`src/rtl/cond_unit.sv`:
```
// rtl/cond_unit.sv - execute-stage condition evaluation, flag register and retire counters
module cond_unit #(
    parameter int          CNT_WIDTH  = 16,
    parameter logic [3:0]  FLAG_RESET = 4'b0000
) (
    input  logic                 clk,
    input  logic                 reset,
    input  logic                 ValidE,
    input  logic                 StallE,
    input  logic                 KillE,
    input  logic [3:0]           CondE,
    input  logic [1:0]           FlagWriteE,
    input  logic [3:0]           ALUFlags,
    input  logic                 RegWriteE,
    input  logic                 MemWriteE,
    input  logic                 PCSrcE,
    input  logic                 CntClr,
    output logic                 CondExE,
    output logic                 RegWriteGE,
    output logic                 MemWriteGE,
    output logic                 PCSrcGE,
    output logic [3:0]           Flags,
    output logic [CNT_WIDTH-1:0] ExecCount,
    output logic [CNT_WIDTH-1:0] SquashCount
);

    localparam logic [CNT_WIDTH-1:0] CNT_MAX = '1;
    localparam logic [CNT_WIDTH-1:0] CNT_ONE = {{(CNT_WIDTH-1){1'b0}}, 1'b1};

    logic flag_n, flag_z, flag_c, flag_v;
    logic cond_pass;
    logic retire;
    logic commit;

    assign {flag_n, flag_z, flag_c, flag_v} = Flags;

    // Evaluated on committed flags only; the instruction's own ALU flags never feed back.
    always_comb begin
        cond_pass = 1'b0;
        case (CondE)
            4'b0000: cond_pass = flag_z;
            4'b0001: cond_pass = ~flag_z;
            4'b0010: cond_pass = flag_c;
            4'b0011: cond_pass = ~flag_c;
            4'b0100: cond_pass = flag_n;
            4'b0101: cond_pass = ~flag_n;
            4'b0110: cond_pass = flag_v;
            4'b0111: cond_pass = ~flag_v;
            4'b1000: cond_pass = flag_c & ~flag_z;
            4'b1001: cond_pass = ~flag_c | flag_z;
            4'b1010: cond_pass = (flag_n == flag_v);
            4'b1011: cond_pass = (flag_n != flag_v);
            4'b1100: cond_pass = ~flag_z & (flag_n == flag_v);
            4'b1101: cond_pass = flag_z | (flag_n != flag_v);
            4'b1110: cond_pass = 1'b1;
            default: cond_pass = 1'b0;
        endcase
    end

    assign CondExE    = ValidE & ~KillE & cond_pass;
    assign RegWriteGE = RegWriteE & CondExE;
    assign MemWriteGE = MemWriteE & CondExE;
    assign PCSrcGE    = PCSrcE & CondExE;

    // A stalled instruction repeats, so it only takes effect on its final E cycle.
    assign retire = ValidE & ~StallE;
    assign commit = retire & CondExE;

    always_ff @(posedge clk or negedge reset) begin
        if (!reset) begin
            Flags <= FLAG_RESET;
        end else if (commit) begin
            if (FlagWriteE[1]) Flags[3:2] <= ALUFlags[3:2];
            if (FlagWriteE[0]) Flags[1:0] <= ALUFlags[1:0];
        end
    end

    always_ff @(posedge clk or negedge reset) begin
        if (!reset) begin
            ExecCount   <= '0;
            SquashCount <= '0;
        end else if (CntClr) begin
            ExecCount   <= '0;
            SquashCount <= '0;
        end else if (commit) begin
            if (ExecCount != CNT_MAX) ExecCount <= ExecCount + CNT_ONE;
        end else if (retire) begin
            if (SquashCount != CNT_MAX) SquashCount <= SquashCount + CNT_ONE;
        end
    end

endmodule

```
`config.mk`:
```
export PLATFORM = sky130hd
export DESIGN_NAME = cond_unit
export DESIGN_NICKNAME = d
export VERILOG_FILES = /design/src/rtl/cond_unit.sv
export SDC_FILE = /design/constraint.sdc
export NUM_CORES = 1
export LEC_CHECK = 0
export ABC_AREA = 1
export CAP_MARGIN = 15
export CORE_ASPECT_RATIO = 0.75
export CORE_UTILIZATION = 50
export DETAILED_ROUTE_END_ITERATION = 16
export HOLD_SLACK_MARGIN = 0.15
export MAX_ROUTING_LAYER = met4
export PLACE_DENSITY_LB_ADDON = 0.08
export SKIP_CTS_REPAIR_TIMING = 1
export SYNTH_ARGS = -nofsm -noshare
export SYNTH_HDL_FRONTEND = slang
export SYNTH_SLANG_ARGS = --single-unit
```
`constraint.sdc`:
```
create_clock -name clk -period 2.2 [get_ports clk]
set_input_delay 0.44 -clock clk [delete_from_list [all_inputs] [get_ports clk]]
set_output_delay 0.44 -clock clk [all_outputs]
set_load 0.02 [all_outputs]
```
==> results of run 1 <==
worst max-delay path by stage:
| stage | start | to | cells past startpoint |
|---|---|---|---|
| after floorplan | Flags[3] | MemWriteGE | 12 |
| after CTS | CondE[3] | RegWriteGE | 12 |
| after global placement | CondE[3] | MemWriteGE | 12 |
| after detailed placement | CondE[3] | RegWriteGE | 12 |
| after global routing | Flags[0] | RegWriteGE | 11 |
| final | Flags[0] | RegWriteGE | 11 |
layout by cell type (no fill, tap or decap), types with 3 or more instances in the layout:
cell,instances
buf_2,3
buf_4,17
clkbuf_8,6
clkdlybuf4s50_1,49
dfrtp_1,36
dlymetal6s2s_1,4
inv_1,40
inv_2,3
nand2_1,78
nand2_2,4
nand2_4,4
nand3_1,48
nand3_2,22
nand3b_1,5
nand4_1,23
nor2_1,44
nor2_2,10
nor3_1,5
o21ai_0,4
xor2_1,22
state kept, by name, indices dropped and copies added, names as in the netlist:
signal / count
Flags: 4
SquashCount: 16
ExecCount: 16
kinds of logic (layout without fill, tap and decap cells):
logic type / count (synthesis) / count (layout)
AND/OR/NAND/NOR: 247 / 247
XOR/XNOR: 24 / 24
AO/OA/AOI/OAI: 9 / 9
flip-flops: 36 / 36
adder cells (fa/ha/maj): 2 / 2
buffers and inverters: 57 / 126
per-layer routing:
| layer | routed length [um] | global-route usage |
|---|---|---|
| met4 | 51 | 0.0625 |
| met1 | 3410 | 0.361 |
| met5 | 0 | - |
| met2 | 2770 | 0.349 |
| met3 | 440 | 0.0520 |
final cells by class:
class	count	area share
tap	75	0.0265
clock inverter	2	0.00282
timing repair buffer	75	0.197
inverter	43	0.0455
multi-input combinational	282	0.451
clock buffer	6	0.0233
sequential	36	0.254
critical path, cell delays in order (launching register included):
cell     delay, ns
dfrtp_1       0.41
inv_1         0.08
nand2_1       0.08
nand3_1       0.09
nand2_1       0.06
nand2_1       0.05
nand2_1       0.06
nor2_2        0.14
nand2_4       0.07
nand2_4       0.07
nor2_1        0.05
buf_4         0.15
metrics by stage:
step / hold WS [ns] / std cells / setup WS, ns / utilization
finish: 0.569 / 519 / 0.160 / 0.659
CTS: 0.0349 / 518 / -0.610 / 0.658
floorplan: 0.144 / 375 / 0.205 / -
detailed placement: 0.349 / 510 / -0.598 / 0.641
global route: 0.589 / 519 / 0.0123 / 0.659
global placement: 0.349 / 510 / -0.507 / 0.641
power breakdown:
| part | leakage (nW) | internal, mW | switching (mW) |
|---|---|---|---|
| sequential | 0.495 | 0.699 | 0.0464 |
| clock | 0.0510 | 0.250 | 0.243 |
| combinational | 1.17 | 0.209 | 0.280 |
==> reports/results.txt, run 1 <==
final max-slew violation count - 0
area taken by flip-flops and latches - 901 sq um
via/cell ratio - 5.09
overall overflow remaining after global route - 0
final cell area excluding filler cells - 3550 sq um
arrival time of data at the critical path endpoint - 1.60 ns
Total Nets Final - 464
share of synthesized area occupied by flip-flops and latches - 0.321
CTS Buffer Depth - 2
area fraction of the dominant cell type after synthesis - 0.321
fraction of synthesized area in multiplexers - 0
Layout fillers - 484
register bit count reported by yosys - 36
number of buffers added by the clock tree synthesis step - 5
Total GRT Usage - 0.248
initial core utilization - 0.521
Compound-Gate Fraction of Synth Area - 0.0219
most frequent cells after synthesis - nand2_1 (78), nand3_1 (48), nor2_1 (46), inv_1 (40), dfrtp_1 (36)
count of clock tree sinks - 36
number of standard-cell rows in the floorplan - 23
via count of the first global-routing pass - 2376
detail-routed net length per standard cell - 12.9 um
synthesized area - 2800 sq um
main combinational cell family by area after synthesis - simple AND/OR/NAND/NOR gates
xor/xnor share of the synthesized area - 0.0750
initial antenna violation count - 0
largest net degree at the start of global routing - 21
number of placed I/O pins - 59
dominant cells by area after synthesis - dfrtp_1 (32%), nand2_1 (10%), nand3_1 (8.6%)
depth of the CTS H-tree - 2
share of async-settable or async-resettable flops after synthesis - 1.00
first-iteration detailed-routing DRC count - 158
die outline height - 66.9 um
worst-margin pin slew - 0.310 ns
leading area contributor after synthesis - dfrtp_1
Worst Reg-to-Reg Cells - 13
dominant cell by count in the synthesized netlist - nand2_1
RSZ-0062 raised after global routing - no
dpl cell area - 3450 sq um
period utilization - 0.927
startpoint kind of the worst setup timing path - register
total number of vias - 2642
cell count after synthesis - 375
run status - finished, final reports clean
clk_skew - 0.00741 ns
Max-Cap Viols - 0
total inserted antenna cells - 0
root buffer cell - clkbuf_8
wire length of the first global-routing pass - 11000 um
average instance area after synthesis - 7.48 sq um
capturing element type of the critical path - output pin
ratio of total power to cell area - 487 nW/um^2
startpoint of the most critical register-to-register path - Flags[0]
min Tclk post-route - 2.04 ns
number of flops mapped to enable cells by yosys - 0
worst-case headroom to the max-slew limit - 0.793
syn nets - 396
type of the tightest min-delay check - register to register
largest fanout of any net on the critical path - 5
CTS tree - done
source-to-sink clock delay at the later pin of the worst-skew pair - 0.29 ns
final-report hold violation count - 0
path type of the worst setup path - register to output pin
hold path startpoint - Flags[1]
adder and majority cell fraction of the synthesized area - 0.00892
number of cells on the worst hold path - 2
total die area - 5910 sq um
Reg2Reg Setup Slack - 0.35 ns
number of iterations in the first detailed-routing pass - 4
I/O Buffers - 58
DP HPWL - 5040 um
clock slew at reported path FFs - 0.07 ns
Setup violations, final - 0
standby leakage power - 1.71 nW
Placeable Area - 5380 sq um
top_reg_cell synth - dfrtp_1
area of the multi-input gates - 1600 sq um
RR Endpoint - SquashCount[1]
Area Overhead vs Synth - 26.5%
total power consumption of the routed design - 1.73 mW
Routability Congestion - 0.943
Peak supply drop - 0.377 mV
end point of the worst hold path - Flags[1]
post-route ant nets - 0
post-route DRC violation count - 0
f_max - 490 MHz
wire length after detailed routing - 6670 um
Synth Area in Simple Gates - 0.463
distinct cell type count of the synthesized netlist - 29
required time of the critical path - 1.76 ns
fraction of layout cells with a size suffix above 1 - 0.176
synth warn - 0
Setup TNS Final - 0 ns
Die Span X - 88.5 um
No activity file was read; power rests on OpenSTA's default activity.
==> run 2, diff against run 1 <==
- MAX_ROUTING_LAYER: met4 -> default
==> run 2 against run 1 <==
Net effect: clock power about the same; largest power group unchanged; final area unchanged; highest routed layer unchanged; critical path type unchanged; first-iteration DRC count grew 1.3%; largest cell class unchanged.
==> reports/results.txt, run 2 (synthesis gave the netlist of run 1 again) <==
hold path startpoint - Flags[1]
initial core utilization - 0.521
first-iteration detailed-routing DRC count - 160
Layout fillers - 484
chain of cells forming the critical path - inv_1 > nand2_1 > nand3_1 > nand2_1 > nand2_1 > nand2_1 > nor2_2 > nand2_4 > nand2_4 > nor2_1 > buf_4
source-to-sink clock delay at the later pin of the worst-skew pair - 0.29 ns
die outline height - 66.9 um
dpl cell area - 3450 sq um
total die area - 5910 sq um
end point of the worst hold path - Flags[1]
wire length of the first global-routing pass - 11000 um
Reg2Reg Setup Slack - 0.35 ns
Setup TNS Final - 0 ns
standby leakage power - 1.71 nW
via/cell ratio - 5.10
count of placed standard cells including taps - 510
path type of the worst setup path - register to output pin
worst slack at placement - -0.598 ns
number of cells on the worst hold path - 2
combinational fraction of design power - 0.283
total inserted antenna cells - 0
arrival time of data at the critical path endpoint - 1.60 ns
root buffer cell - clkbuf_8
number of placed I/O pins - 59
Die Span X - 88.5 um
worst-case headroom to the max-slew limit - 0.794
RR Endpoint - SquashCount[1]
DP HPWL - 5040 um
I/O Buffers - 58
startpoint kind of the worst setup timing path - register
Total Nets Final - 464
fraction of layout cells with a size suffix above 1 - 0.176
commonest non-fill, non-tap cell in the layout - nand2_1
most repeated library cell on the critical path - nand2_1
min Tclk post-route - 2.04 ns
Peak supply drop - 0.378 mV
count of clock tree sinks - 36
number of iterations in the first detailed-routing pass - 4
worst-margin pin slew - 0.309 ns
detail-routed net length per standard cell - 12.9 um
cell-internal power - 1.16 mW
clk_skew - 0.00728 ns
via count of the first global-routing pass - 2373
startpoint of the most critical register-to-register path - Flags[0]
clock slew at reported path FFs - 0.07 ns
number of buffers added by the clock tree synthesis step - 5
Final WS setup - 0.158 ns
final max-slew violation count - 0
initial antenna violation count - 0
largest fanout of any net on the critical path - 5
period utilization - 0.928
final cell area excluding filler cells - 3550 sq um
RSZ-0062 raised after global routing - no
Routability Congestion - 0.927
most frequent cells in the layout - nand2_1 (78), clkdlybuf4s50_1 (49), nand3_1 (48)
Worst Reg-to-Reg Cells - 13
post-route DRC violation count - 0
wire length after detailed routing - 6710 um
largest registers - ExecCount: 16 flops, SquashCount: 16 flops, Flags: 4 flops
post-route ant nets - 0
Total GRT Usage - 0.242
clock share of power - 0.286
post-route insts no fill - 519
final core area utilization - 0.659
number of standard-cell rows in the floorplan - 23
type of the tightest min-delay check - register to register
net switching power figure - 0.570 mW
CTS tree - done
f_max - 490 MHz
final-report hold violation count - 0
overall overflow remaining after global route - 0
Placeable Area - 5380 sq um
Max-Cap Viols - 0
ratio of total power to cell area - 487 nW/um^2
total number of vias - 2648
CTS Buffer Depth - 2
cell with the largest stage delay on the worst path - dfrtp_1
Setup violations, final - 0
run status - finished, final reports clean
depth of the CTS H-tree - 2
capturing element type of the critical path - output pin
largest net degree at the start of global routing - 21
Flop pwr share - 0.431
slowest stage delay, CP - 0.41 ns
Sw Ratio - 0.330
required time of the critical path - 1.76 ns
Area Overhead vs Synth - 26.5%
==> run 2: cell counts in the layout (fill, tap and decap cells not counted) <==
No cell type changed its count.
==> run 2: cell type report <==
cell class / instances / area, sq um / area share
multi-input cells: 282 / 1600 / 0.451
flip-flops and latches: 36 / 901 / 0.254
repair buffers: 75 / 698 / 0.197
inverters: 43 / 161 / 0.0455
well taps: 75 / 93.8 / 0.0265
clock buffers: 6 / 82.6 / 0.0233
clock inverters: 2 / 10.0 / 0.00282
==> run 2: how the worst max path moves through the flow <==
| stage | endpoint | depth (start not counted) | from | slack [ns] |
|---|---|---|---|---|
| floorplan | MemWriteGE | 12 | Flags[3] | 0.21 |
| global placement | MemWriteGE | 12 | CondE[3] | -0.51 |
| detailed placement | RegWriteGE | 12 | CondE[3] | -0.60 |
| CTS | RegWriteGE | 12 | CondE[3] | -0.61 |
| global route | RegWriteGE | 11 | Flags[0] | 0.01 |
| finish | RegWriteGE | 11 | Flags[0] | 0.16 |
==> run 2: per-layer routing <==
layer  global-route usage  share of wire
met1                0.360           0.51
met2                0.350           0.41
met3               0.0520          0.071
met4               0.0625         0.0076
met5                    0              0
==> run 2: power groups by stage <==
stage / clock (mW) / combinational (mW) / sequential, mW
3_3_place_gp: 0 / 0.485 / 0.758
2_1_floorplan: 0 / 0.241 / 0.800
4_1_cts: 0.512 / 0.493 / 0.747
3_5_place_dp: 0 / 0.491 / 0.760
6_report: 0.494 / 0.488 / 0.746
5_1_grt: 0.541 / 0.540 / 0.753
==> run 2: stage by stage <==
step,total power [mW],hold WS (ns)
after floorplan,1.04,0.144
after global placement,1.24,0.349
after detailed placement,1.25,0.349
after CTS,1.75,0.0349
after global routing,1.83,0.589
final,1.73,0.569
==> run 2: worst max-delay path, delay by kind of cell, from the launching register on <==
kind	cells	cell delay, ns
and+or+nand+nor	9	0.67
buffers and inverters	2	0.23
DFF	1	0.41
==> run 3, diff against run 2 <==
- ABC_CLOCK_PERIOD_IN_PS: default -> 2200
==> results of run 3 <==
No change in the layout: final DEF, timing and power equal those of run 2.
